$ cat src/rtl/tg_loader_pkg.sv
// Shared definitions for the target code loader: FSM states, stream framing sizes
// and the default target-reset hold value.
package tg_loader_pkg;

    localparam int unsigned LEN_BYTES          = 2;
    localparam int unsigned WORD_BYTES         = 2;
    localparam logic        RESET_HOLD_DEFAULT = 1'b1;

    typedef enum logic [3:0] {
        IDLE,
        LEN_LO,
        LEN_HI,
        CHK,
        W_LO,
        W_HI,
        WRITE,
`ifdef TG_LOADER_VERIFY_EN
        VRD,
        VCMP,
`endif
        RELEASE,
        ERR
    } state_t;

endpackage

$ cat src/rtl/le16_assembler.sv
// Little-endian byte-pair capture register; word_valid pulses the cycle after the
// high byte is captured, when the assembled word is first visible.
module le16_assembler
    import tg_loader_pkg::*;
(
    input  logic                      clk,
    input  logic                      reset,
    input  logic [7:0]                byte_in,
    input  logic                      load_lo,
    input  logic                      load_hi,
    output logic [8*WORD_BYTES-1:0]   word,
    output logic                      word_valid
);

    logic [7:0] lo_byte;
    logic [7:0] hi_byte;

    // NOTE: sequential state is updated with non-blocking assignments only, so every
    // register samples the pre-edge values regardless of block evaluation order.
    always_ff @(posedge clk or posedge reset) begin
        if (reset) begin
            lo_byte    <= '0;
            hi_byte    <= '0;
            word_valid <= 1'b0;
        end else begin
            word_valid <= load_hi;
            if (load_lo) lo_byte <= byte_in;
            if (load_hi) hi_byte <= byte_in;
        end
    end

    assign word = {hi_byte, lo_byte};

endmodule

$ cat src/rtl/tg_code_loader.sv
// UART-fed loader for the target code RAM: reads a 16-bit word count and that many
// opcodes, writes them from address 0, then releases target reset.
// Optional read-back check of every written word: define TG_LOADER_VERIFY_EN.
module tg_code_loader
    import tg_loader_pkg::*;
#(
    parameter int unsigned ADDR_W     = 12,
    parameter logic        RESET_HOLD = RESET_HOLD_DEFAULT
) (
    input  logic              clk,
    input  logic              reset,
    input  logic              start,
    input  logic [7:0]        rx_data,
    input  logic              rx_valid,
    output logic              rx_ready,
    output logic [ADDR_W-1:0] m9k_addr,
    output logic [15:0]       m9k_data,
    output logic              m9k_we,
    input  logic [15:0]       m9k_q,
    output logic              tg_reset,
    output logic              busy,
    output logic              done,
    output logic              err,
    output logic [15:0]       word_count
);

    localparam int unsigned CAPACITY = 32'd1 << ADDR_W;

    state_t                  state;
    logic [15:0]             idx;
    logic [15:0]             idx_next;
    logic                    accept;
    logic [8*LEN_BYTES-1:0]  len_word;
    logic                    len_valid;
    logic [8*WORD_BYTES-1:0] dat_word;
    logic                    dat_valid;

    assign accept   = rx_valid & rx_ready;
    assign idx_next = idx + 16'd1;

    le16_assembler u_len (
        .clk        (clk),
        .reset      (reset),
        .byte_in    (rx_data),
        .load_lo    (accept && state == LEN_LO),
        .load_hi    (accept && state == LEN_HI),
        .word       (len_word),
        .word_valid (len_valid)
    );

    le16_assembler u_dat (
        .clk        (clk),
        .reset      (reset),
        .byte_in    (rx_data),
        .load_lo    (accept && state == W_LO),
        .load_hi    (accept && state == W_HI),
        .word       (dat_word),
        .word_valid (dat_valid)
    );

    assign word_count = len_word;
    // The opcode register already holds the word for the whole WRITE (and verify) window.
    assign m9k_data   = dat_word;

`ifndef TG_LOADER_VERIFY_EN
    logic unused_q;
    assign unused_q = ^m9k_q;
`endif

    always_ff @(posedge clk or posedge reset) begin
        if (reset) begin
            state    <= IDLE;
            rx_ready <= 1'b0;
            m9k_we   <= 1'b0;
            m9k_addr <= '0;
            busy     <= 1'b0;
            done     <= 1'b0;
            err      <= 1'b0;
            tg_reset <= RESET_HOLD;
            idx      <= '0;
        end else begin
            m9k_we <= 1'b0;
            done   <= 1'b0;
            case (state)
                IDLE, ERR: begin
                    if (start) begin
                        tg_reset <= 1'b1;
                        err      <= 1'b0;
                        idx      <= '0;
                        busy     <= 1'b1;
                        rx_ready <= 1'b1;
                        state    <= LEN_LO;
                    end
                end
                LEN_LO: if (accept) state <= LEN_HI;
                LEN_HI: begin
                    if (accept) begin
                        rx_ready <= 1'b0;
                        state    <= CHK;
                    end
                end
                CHK: begin
                    if (len_valid) begin
                        if (len_word == '0) begin
                            tg_reset <= 1'b0;
                            done     <= 1'b1;
                            busy     <= 1'b0;
                            state    <= RELEASE;
                        end else if (32'(len_word) > CAPACITY) begin
                            err   <= 1'b1;
                            busy  <= 1'b0;
                            state <= ERR;
                        end else begin
                            rx_ready <= 1'b1;
                            state    <= W_LO;
                        end
                    end
                end
                W_LO: if (accept) state <= W_HI;
                W_HI: begin
                    if (accept) begin
                        rx_ready <= 1'b0;
                        m9k_we   <= 1'b1;
                        m9k_addr <= idx[ADDR_W-1:0];
                        state    <= WRITE;
                    end
                end
                WRITE: begin
                    if (dat_valid) begin
                        idx <= idx_next;
`ifdef TG_LOADER_VERIFY_EN
                        state <= VRD;
`else
                        if (idx_next == len_word) begin
                            tg_reset <= 1'b0;
                            done     <= 1'b1;
                            busy     <= 1'b0;
                            state    <= RELEASE;
                        end else begin
                            rx_ready <= 1'b1;
                            state    <= W_LO;
                        end
`endif
                    end
                end
`ifdef TG_LOADER_VERIFY_EN
                VRD: state <= VCMP;
                VCMP: begin
                    // idx was already advanced in WRITE, so it now counts written words.
                    if (m9k_q != dat_word) begin
                        err   <= 1'b1;
                        busy  <= 1'b0;
                        state <= ERR;
                    end else if (idx == len_word) begin
                        tg_reset <= 1'b0;
                        done     <= 1'b1;
                        busy     <= 1'b0;
                        state    <= RELEASE;
                    end else begin
                        rx_ready <= 1'b1;
                        state    <= W_LO;
                    end
                end
`endif
                RELEASE: state <= IDLE;
                default: state <= IDLE;
            endcase
        end
    end

endmodule
$ cat config.mk
export PLATFORM = sky130hd
export DESIGN_NAME = tg_code_loader
export DESIGN_NICKNAME = d
export VERILOG_FILES = /design/src/rtl/tg_loader_pkg.sv /design/src/rtl/le16_assembler.sv /design/src/rtl/tg_code_loader.sv
export SDC_FILE = /design/constraint.sdc
export NUM_CORES = 1
export LEC_CHECK = 0
export BUFFER_PORTS_ARGS = -buffer_cell sky130_fd_sc_hd__buf_2
export CELL_PAD_IN_SITES_DETAIL_PLACEMENT = 0
export CELL_PAD_IN_SITES_GLOBAL_PLACEMENT = 2
export CORE_MARGIN = 8
export CORE_UTILIZATION = 37
export DETAILED_ROUTE_END_ITERATION = 8
export PLACE_DENSITY_LB_ADDON = 0.1
export SYNTH_ARGS = -nofsm -noshare
export SYNTH_HDL_FRONTEND = slang
export SYNTH_SLANG_ARGS = --single-unit
$ cat constraint.sdc
create_clock -name clk -period 4.95 [get_ports clk]
set_input_delay 0.99 -clock clk [delete_from_list [all_inputs] [get_ports clk]]
set_output_delay 0.99 -clock clk [all_outputs]
set_load 0.005 [all_outputs]
==> results of run 1 <==
## power groups by stage
stage | registers, W | clock network (W) | logic (W)
after floorplan | 0.000892 | 0 | 0.000512
after global placement | 0.000960 | 0 | 0.000771
after detailed placement | 0.000963 | 0 | 0.000778
after CTS | 0.000952 | 0.000502 | 0.000783
after global routing | 0.000978 | 0.000525 | 0.000856
final | 0.000947 | 0.000489 | 0.000764
## final cells by class
| type | count | area [sq um] | area share |
|---|---|---|---|
| repair buffers | 63 | 320 | 0.0747 |
| clock inverters | 6 | 67.6 | 0.0158 |
| flip-flops and latches | 71 | 1780 | 0.415 |
| multi-input cells | 258 | 1790 | 0.417 |
| well taps | 133 | 166 | 0.0388 |
| inverters | 8 | 30.0 | 0.00700 |
| clock buffers | 10 | 138 | 0.0321 |
## per-stage QoR
step	utilization	hold slack (ns)
2_1_floorplan	-	0.490
3_3_place_gp	0.420	0.480
3_5_place_dp	0.420	0.484
4_1_cts	0.441	0.502
5_1_grt	0.441	0.517
6_report	0.441	0.503
## Yosys cell counts (all sizes together), types with 2 or more instances
cell    count
dfrtp      70
nand2      53
mux2       37
o21ai      23
nor2       22
a21oi      12
clkbuf     12
buf        10
nor4       10
xnor2      10
inv         7
nand4       7
xor2        7
nand3       6
mux2i       5
nor3        5
a22o        4
a31oi       4
o31ai       4
or3         4
a21o        3
and2        3
and3        3
nor2b       3
o211ai      3
a211oi      2
a21boi      2
nand2b      2
o21a        2
o31a        2
o41ai       2
or2         2
## state kept, by name, indices dropped and copies added (netlist names)
name,flops
u_len.word_valid,1
m9k_addr,12
u_len.lo_byte,8
state,4
idx,16
u_dat.hi_byte,8
busy,1
m9k_we,1
u_len.hi_byte,8
rx_ready,1
tg_reset,1
err,1
done,1
u_dat.lo_byte,8
## worst min path at each step
stage | endpoint | from | cells past startpoint | slack, ns
CTS | busy | busy | 1 | 0.50
global placement | busy | busy | 1 | 0.48
floorplan | busy | busy | 1 | 0.49
detailed placement | busy | busy | 1 | 0.48
finish | busy | busy | 1 | 0.50
global route | u_dat.hi_byte[3] | u_dat.hi_byte[3] | 1 | 0.52
## cell families (layout without fill, tap and decap cells)
logic type | count (synthesis) | after routing
xor+xnor | 18 | 18
buf+inv | 30 | 87
simple gates | 126 | 126
compound gates | 71 | 71
mux | 42 | 42
fa+ha+maj | 1 | 1
flops | 71 | 71
## routing by layer
layer  wire length, um  share of wire
met5                 0              0
met4               135          0.014
met3               441          0.045
met2              4640           0.47
met1              4630           0.47
==> out/metrics.cfg, run 1 <==
[worst_setup_path]
path_buf_inv=0
critPathArrivalTime_ns=3.41
endpoint=rx_ready
rr_endpoint=rx_ready
cp_max_fo=13
cp-end-kind=flip-flop
r2r_cells=8
path_class=reg2reg
critical_path.top_delay_family=simple AND/OR/NAND/NOR gates
cp-startpoint=idx[0]
critical_path_depth=8
rr_startpoint=idx[0]
path_cells=ha_1, nand3_1, or4_4, nor3_1, o211ai_1, nor4_4, a21oi_2, a22o_1
r2r_slack_ns=1.78
crit_path_top_delay_cell=or4_4
max_stage_delay_ns=0.67
startpoint_type=flip-flop
required_ns=5.18

[yosys]
synth_seq_area_share=0.481
syn-cell-area_sq_um=3700
synthMuxAreaShare=0.126
synth_area_leaders=dfrtp_1 47%, mux2_2 11%, nand2_1 5.4%
syn_inst=359
synthSimpleGateAreaFrac=0.179
synth_ff_type=dfrtp_1
yosysTopAreaCell=dfrtp_1
avgSynthCellArea_sq_um=10.3
mappedNetlistNets=388
synth_top_family_by_area=simple AND/OR/NAND/NOR gates
yosys_warnings=0
async_flop_share=1.00
synth_cell_types=61
synth_edf_count=0
synth-seq-cells=71
synth-xor-area-share=0.0463
synth_fa_ha_area_frac=0.00338
yosysTopAreaCellShare=0.473
synth_compound_area_frac=0.129

[sta]
skew_ns=0.0106
hold_violations=0
setup_violations=0
tightest_slew_ns=1.12
worst_slack_ns=1.78
drv_slew=0
max_freq_ghz=0.315
rsz0062_at_grt=false
maxSlewHeadroom=0.247
fin_tns_setup_ns=0
fin_crit_sh=0.641
period_needed_ns=3.17

[grt]
grt_usage=0.155
grt_pass1_vias=2999
grt_util_met3=0.0391
grtUsageMet2=0.249
grt_max_degree=39
busiest_layer=met2
grt_pass1_wl_um=16200
overflow=0
grt_antenna_before_repair=0
grtUsageMet1=0.201

[pwr]
vdd_drop_max_mv=0.261
p_leak_nw=2.01
internal-power_w=0.00138
p_seq_frac=0.430
power.share.switching=0.374
p_clk_frac=0.222
totalPowerFinal_w=0.00220
pwr-share-comb=0.347
powerDensity_nw_per_um2=513
netSwitchingPower_w=0.000823

[cts]
clockBufferDepth=2
path_clk_slew_ns=0.08
insertion_delay_ns=0.35
ctsResizeCount=0
cts_setup_buffers=0
cts_tree=done
htree_levels=3
cts.sinks=71
cts_root_buf=clkbuf_8
cts_buffers=9
hold_buffers=0

[floorplanning]
die_w_um=116
rows=36
io_pins=78
die_h_um=116
die-area_sq_um=13500
initial_core_util=0.380
core_sq_um=9730

[detailed_routing]
first_iter_violations=130
wl_per_cell_um=17.9
vias=2861
ant_nets=0
route.detailed.drc=0
first_pass_iters=4
wl_um=9850
viasPerCell=5.21

[placement]
post-place-ws_ns=1.75
port_buffers=61
dp.cells=533
dpl.hpwl_um=7230
place_area_sq_um=4080
gp_congestion=0.741

[finish]
area_growth_pct=15.9
final_cell_count_no_fill=549
drive_above_1_share=0.320
stdcell_area_sq_um=4290
diodes=0
num-fill-cells=978
layout_common_cells=70 x dfrtp_1, 61 x buf_2, 53 x nand2_1
layout_commonest_cell=dfrtp_1
finalNetCount=440

[job]
max-cap-violations=0

[hold_path]
hp-class=reg2reg

[outcome]
status=finished, final reports clean

Power figures use the tool's default switching activity.
==> run 2, diff against run 1 <==
CORE_UTILIZATION = 34   (was 37)
clock period = 3.3 ns   (was 4.95 ns; I/O delays follow)
==> out/metrics.cfg, run 2 (synthesis results as in run 1) <==
[cts]
cts_root_buf=clkbuf_8
clockBufferDepth=2  ; unchanged
cts_buffers=9  ; unchanged
insertion_delay_ns=0.36  ; about the same
htree_levels=3  ; unchanged
path_clk_slew_ns=0.08  ; about the same
hold_buffers=0  ; unchanged
cts.sinks=71  ; unchanged
cts_setup_buffers=0  ; unchanged
ctsResizeCount=0  ; unchanged
cts_tree=done

[detailed_routing]
first_iter_violations=148  ; +14%
route.detailed.drc=0  ; unchanged
wl_met1_um=5090  ; +10%
viasPerCell=5.25  ; +0.65%
dr_wl_met2_um=4640  ; -0.11%
first_pass_iters=4  ; unchanged
ant_nets=0  ; unchanged
top_layer=met4
wl_per_cell_um=18.5  ; +3.0%
met3_length_um=545  ; +24%
wl_um=10400  ; +5.7%
vias=2953  ; +3.2%

[worst_setup_path]
r2r_cells=8  ; unchanged
r2r_slack_ns=0.51  ; -1.26 ns
critPathArrivalTime_ns=3.03  ; -0.38 ns
cp-end-kind=flip-flop
required_ns=3.55  ; -1.63 ns
rr_startpoint=idx[0]
startpoint_type=flip-flop
cp-startpoint=idx[0]
path_class=reg2reg
cp_max_fo=7  ; -6
rr_endpoint=rx_ready

[floorplanning]
rows=38  ; +5.6%
core_sq_um=10700  ; +10%
die_h_um=120  ; +3.7%
die_w_um=120  ; +3.7%
initial_core_util=0.344  ; -0.0360
die-area_sq_um=14500  ; +7.6%
io_pins=78  ; unchanged

[finish]
layout_common_cells=70 x dfrtp_1, 61 x buf_2, 53 x nand2_1
layout_commonest_cell=dfrtp_1
regMostFlops=idx
final_cell_count_no_fill=563  ; +2.6%
num-fill-cells=1109  ; +13%
top_regs=idx (16), m9k_addr (12)
area_growth_pct=18.3
drive_above_1_share=0.329  ; +0.00889
largest_reg_flops=16  ; unchanged
fin_util=0.407  ; -0.0334
diodes=0  ; unchanged
finalNetCount=447  ; +1.6%

[sta]
fin_tns_setup_ns=0  ; unchanged
maxSlewHeadroom=0.329  ; +0.0819
drv_slew=0  ; unchanged
skew_ns=0.0123  ; +0.00174 ns
tightest_slew_ns=1.00  ; -0.120 ns
max_freq_ghz=0.359  ; +14%
setup_violations=0  ; unchanged
hold_violations=0  ; unchanged
fin_crit_sh=0.845  ; +0.203
rsz0062_at_grt=false
period_needed_ns=2.79  ; -0.387 ns

[pwr]
powerDensity_nw_per_um2=776  ; +51%
vdd_drop_max_mv=0.337  ; +29%
p_leak_nw=2.05  ; +2.2%

[grt]
grt_max_degree=72  ; +85%
grt_antenna_before_repair=0  ; unchanged
overflow=0  ; unchanged
grt_pass1_vias=3019  ; +0.67%
grt_usage=0.150  ; -0.00528
grt_pass1_wl_um=16900  ; +4.4%

[placement]
dp.cells=547  ; +2.6%
port_buffers=61  ; unchanged
dpl.hpwl_um=7480  ; +3.4%
gp_congestion=0.763  ; +2.9%

[job]
max-cap-violations=0  ; unchanged

[hold_path]
hp-class=in2async

[outcome]
status=finished, final reports clean

[run 2: changes by cell type in the layout (fill, tap and decap cells not counted), sizes merged]
cell and delta:
buf +7, bufinv +1, clkinv -1
[run 2: per-layer routing]
metal | GRT usage | up-vias
met5 | 0 | -
met4 | 0.0476 | 0
met3 | 0.0438 | 10
met2 | 0.223 | 67
met1 | 0.205 | 1468
li1 | - | 1408
[run 2: how the worst max path moves through the flow]
| stage | to |
|---|---|
| after floorplan | busy |
| after global placement | busy |
| after detailed placement | busy |
| after CTS | busy |
| after global routing | busy |
| final | rx_ready |
[run 2: critical path, cell delays in order (launching register included)]
cell      delay (ns)
dfrtp_1         0.49
ha_1            0.32
nand3_1         0.17
or4_4           0.58
mux2i_1         0.18
o211ai_1        0.15
nor4_4          0.49
a21oi_2         0.08
a22o_1          0.22
[run 2: power breakdown]
group	leakage [nW]	internal, W	total [W]	switching [W]
Combinational	1.03	0.000593	0.00121	0.000616
Clock	0.104	0.000431	0.000790	0.000359
Sequential	0.925	0.00112	0.00140	0.000284
Total	2.05	0.00214	0.00340	0.00126
[run 2: stage by stage]
stage	hold WS, ns	power, W	cell area, sq um	setup slack (ns)
floorplan	0.490	0.00211	3700	0.845
global placement	0.485	0.00262	4160	0.503
detailed placement	0.491	0.00264	4160	0.495
CTS	0.382	0.00345	4380	0.492
global route	0.403	0.00363	4380	0.273
finish	0.371	0.00340	4380	0.513
[run 2: area by class of cell]
cell class                 count  area, sq um  share of cell area
multi-input combinational    258         1790               0.409
timing repair buffer          70          385              0.0880
clock buffer                  10          128              0.0292
sequential                    71         1780               0.406
tap                          140          175              0.0400
clock inverter                 6         92.6              0.0211
inverter                       8         30.0             0.00686
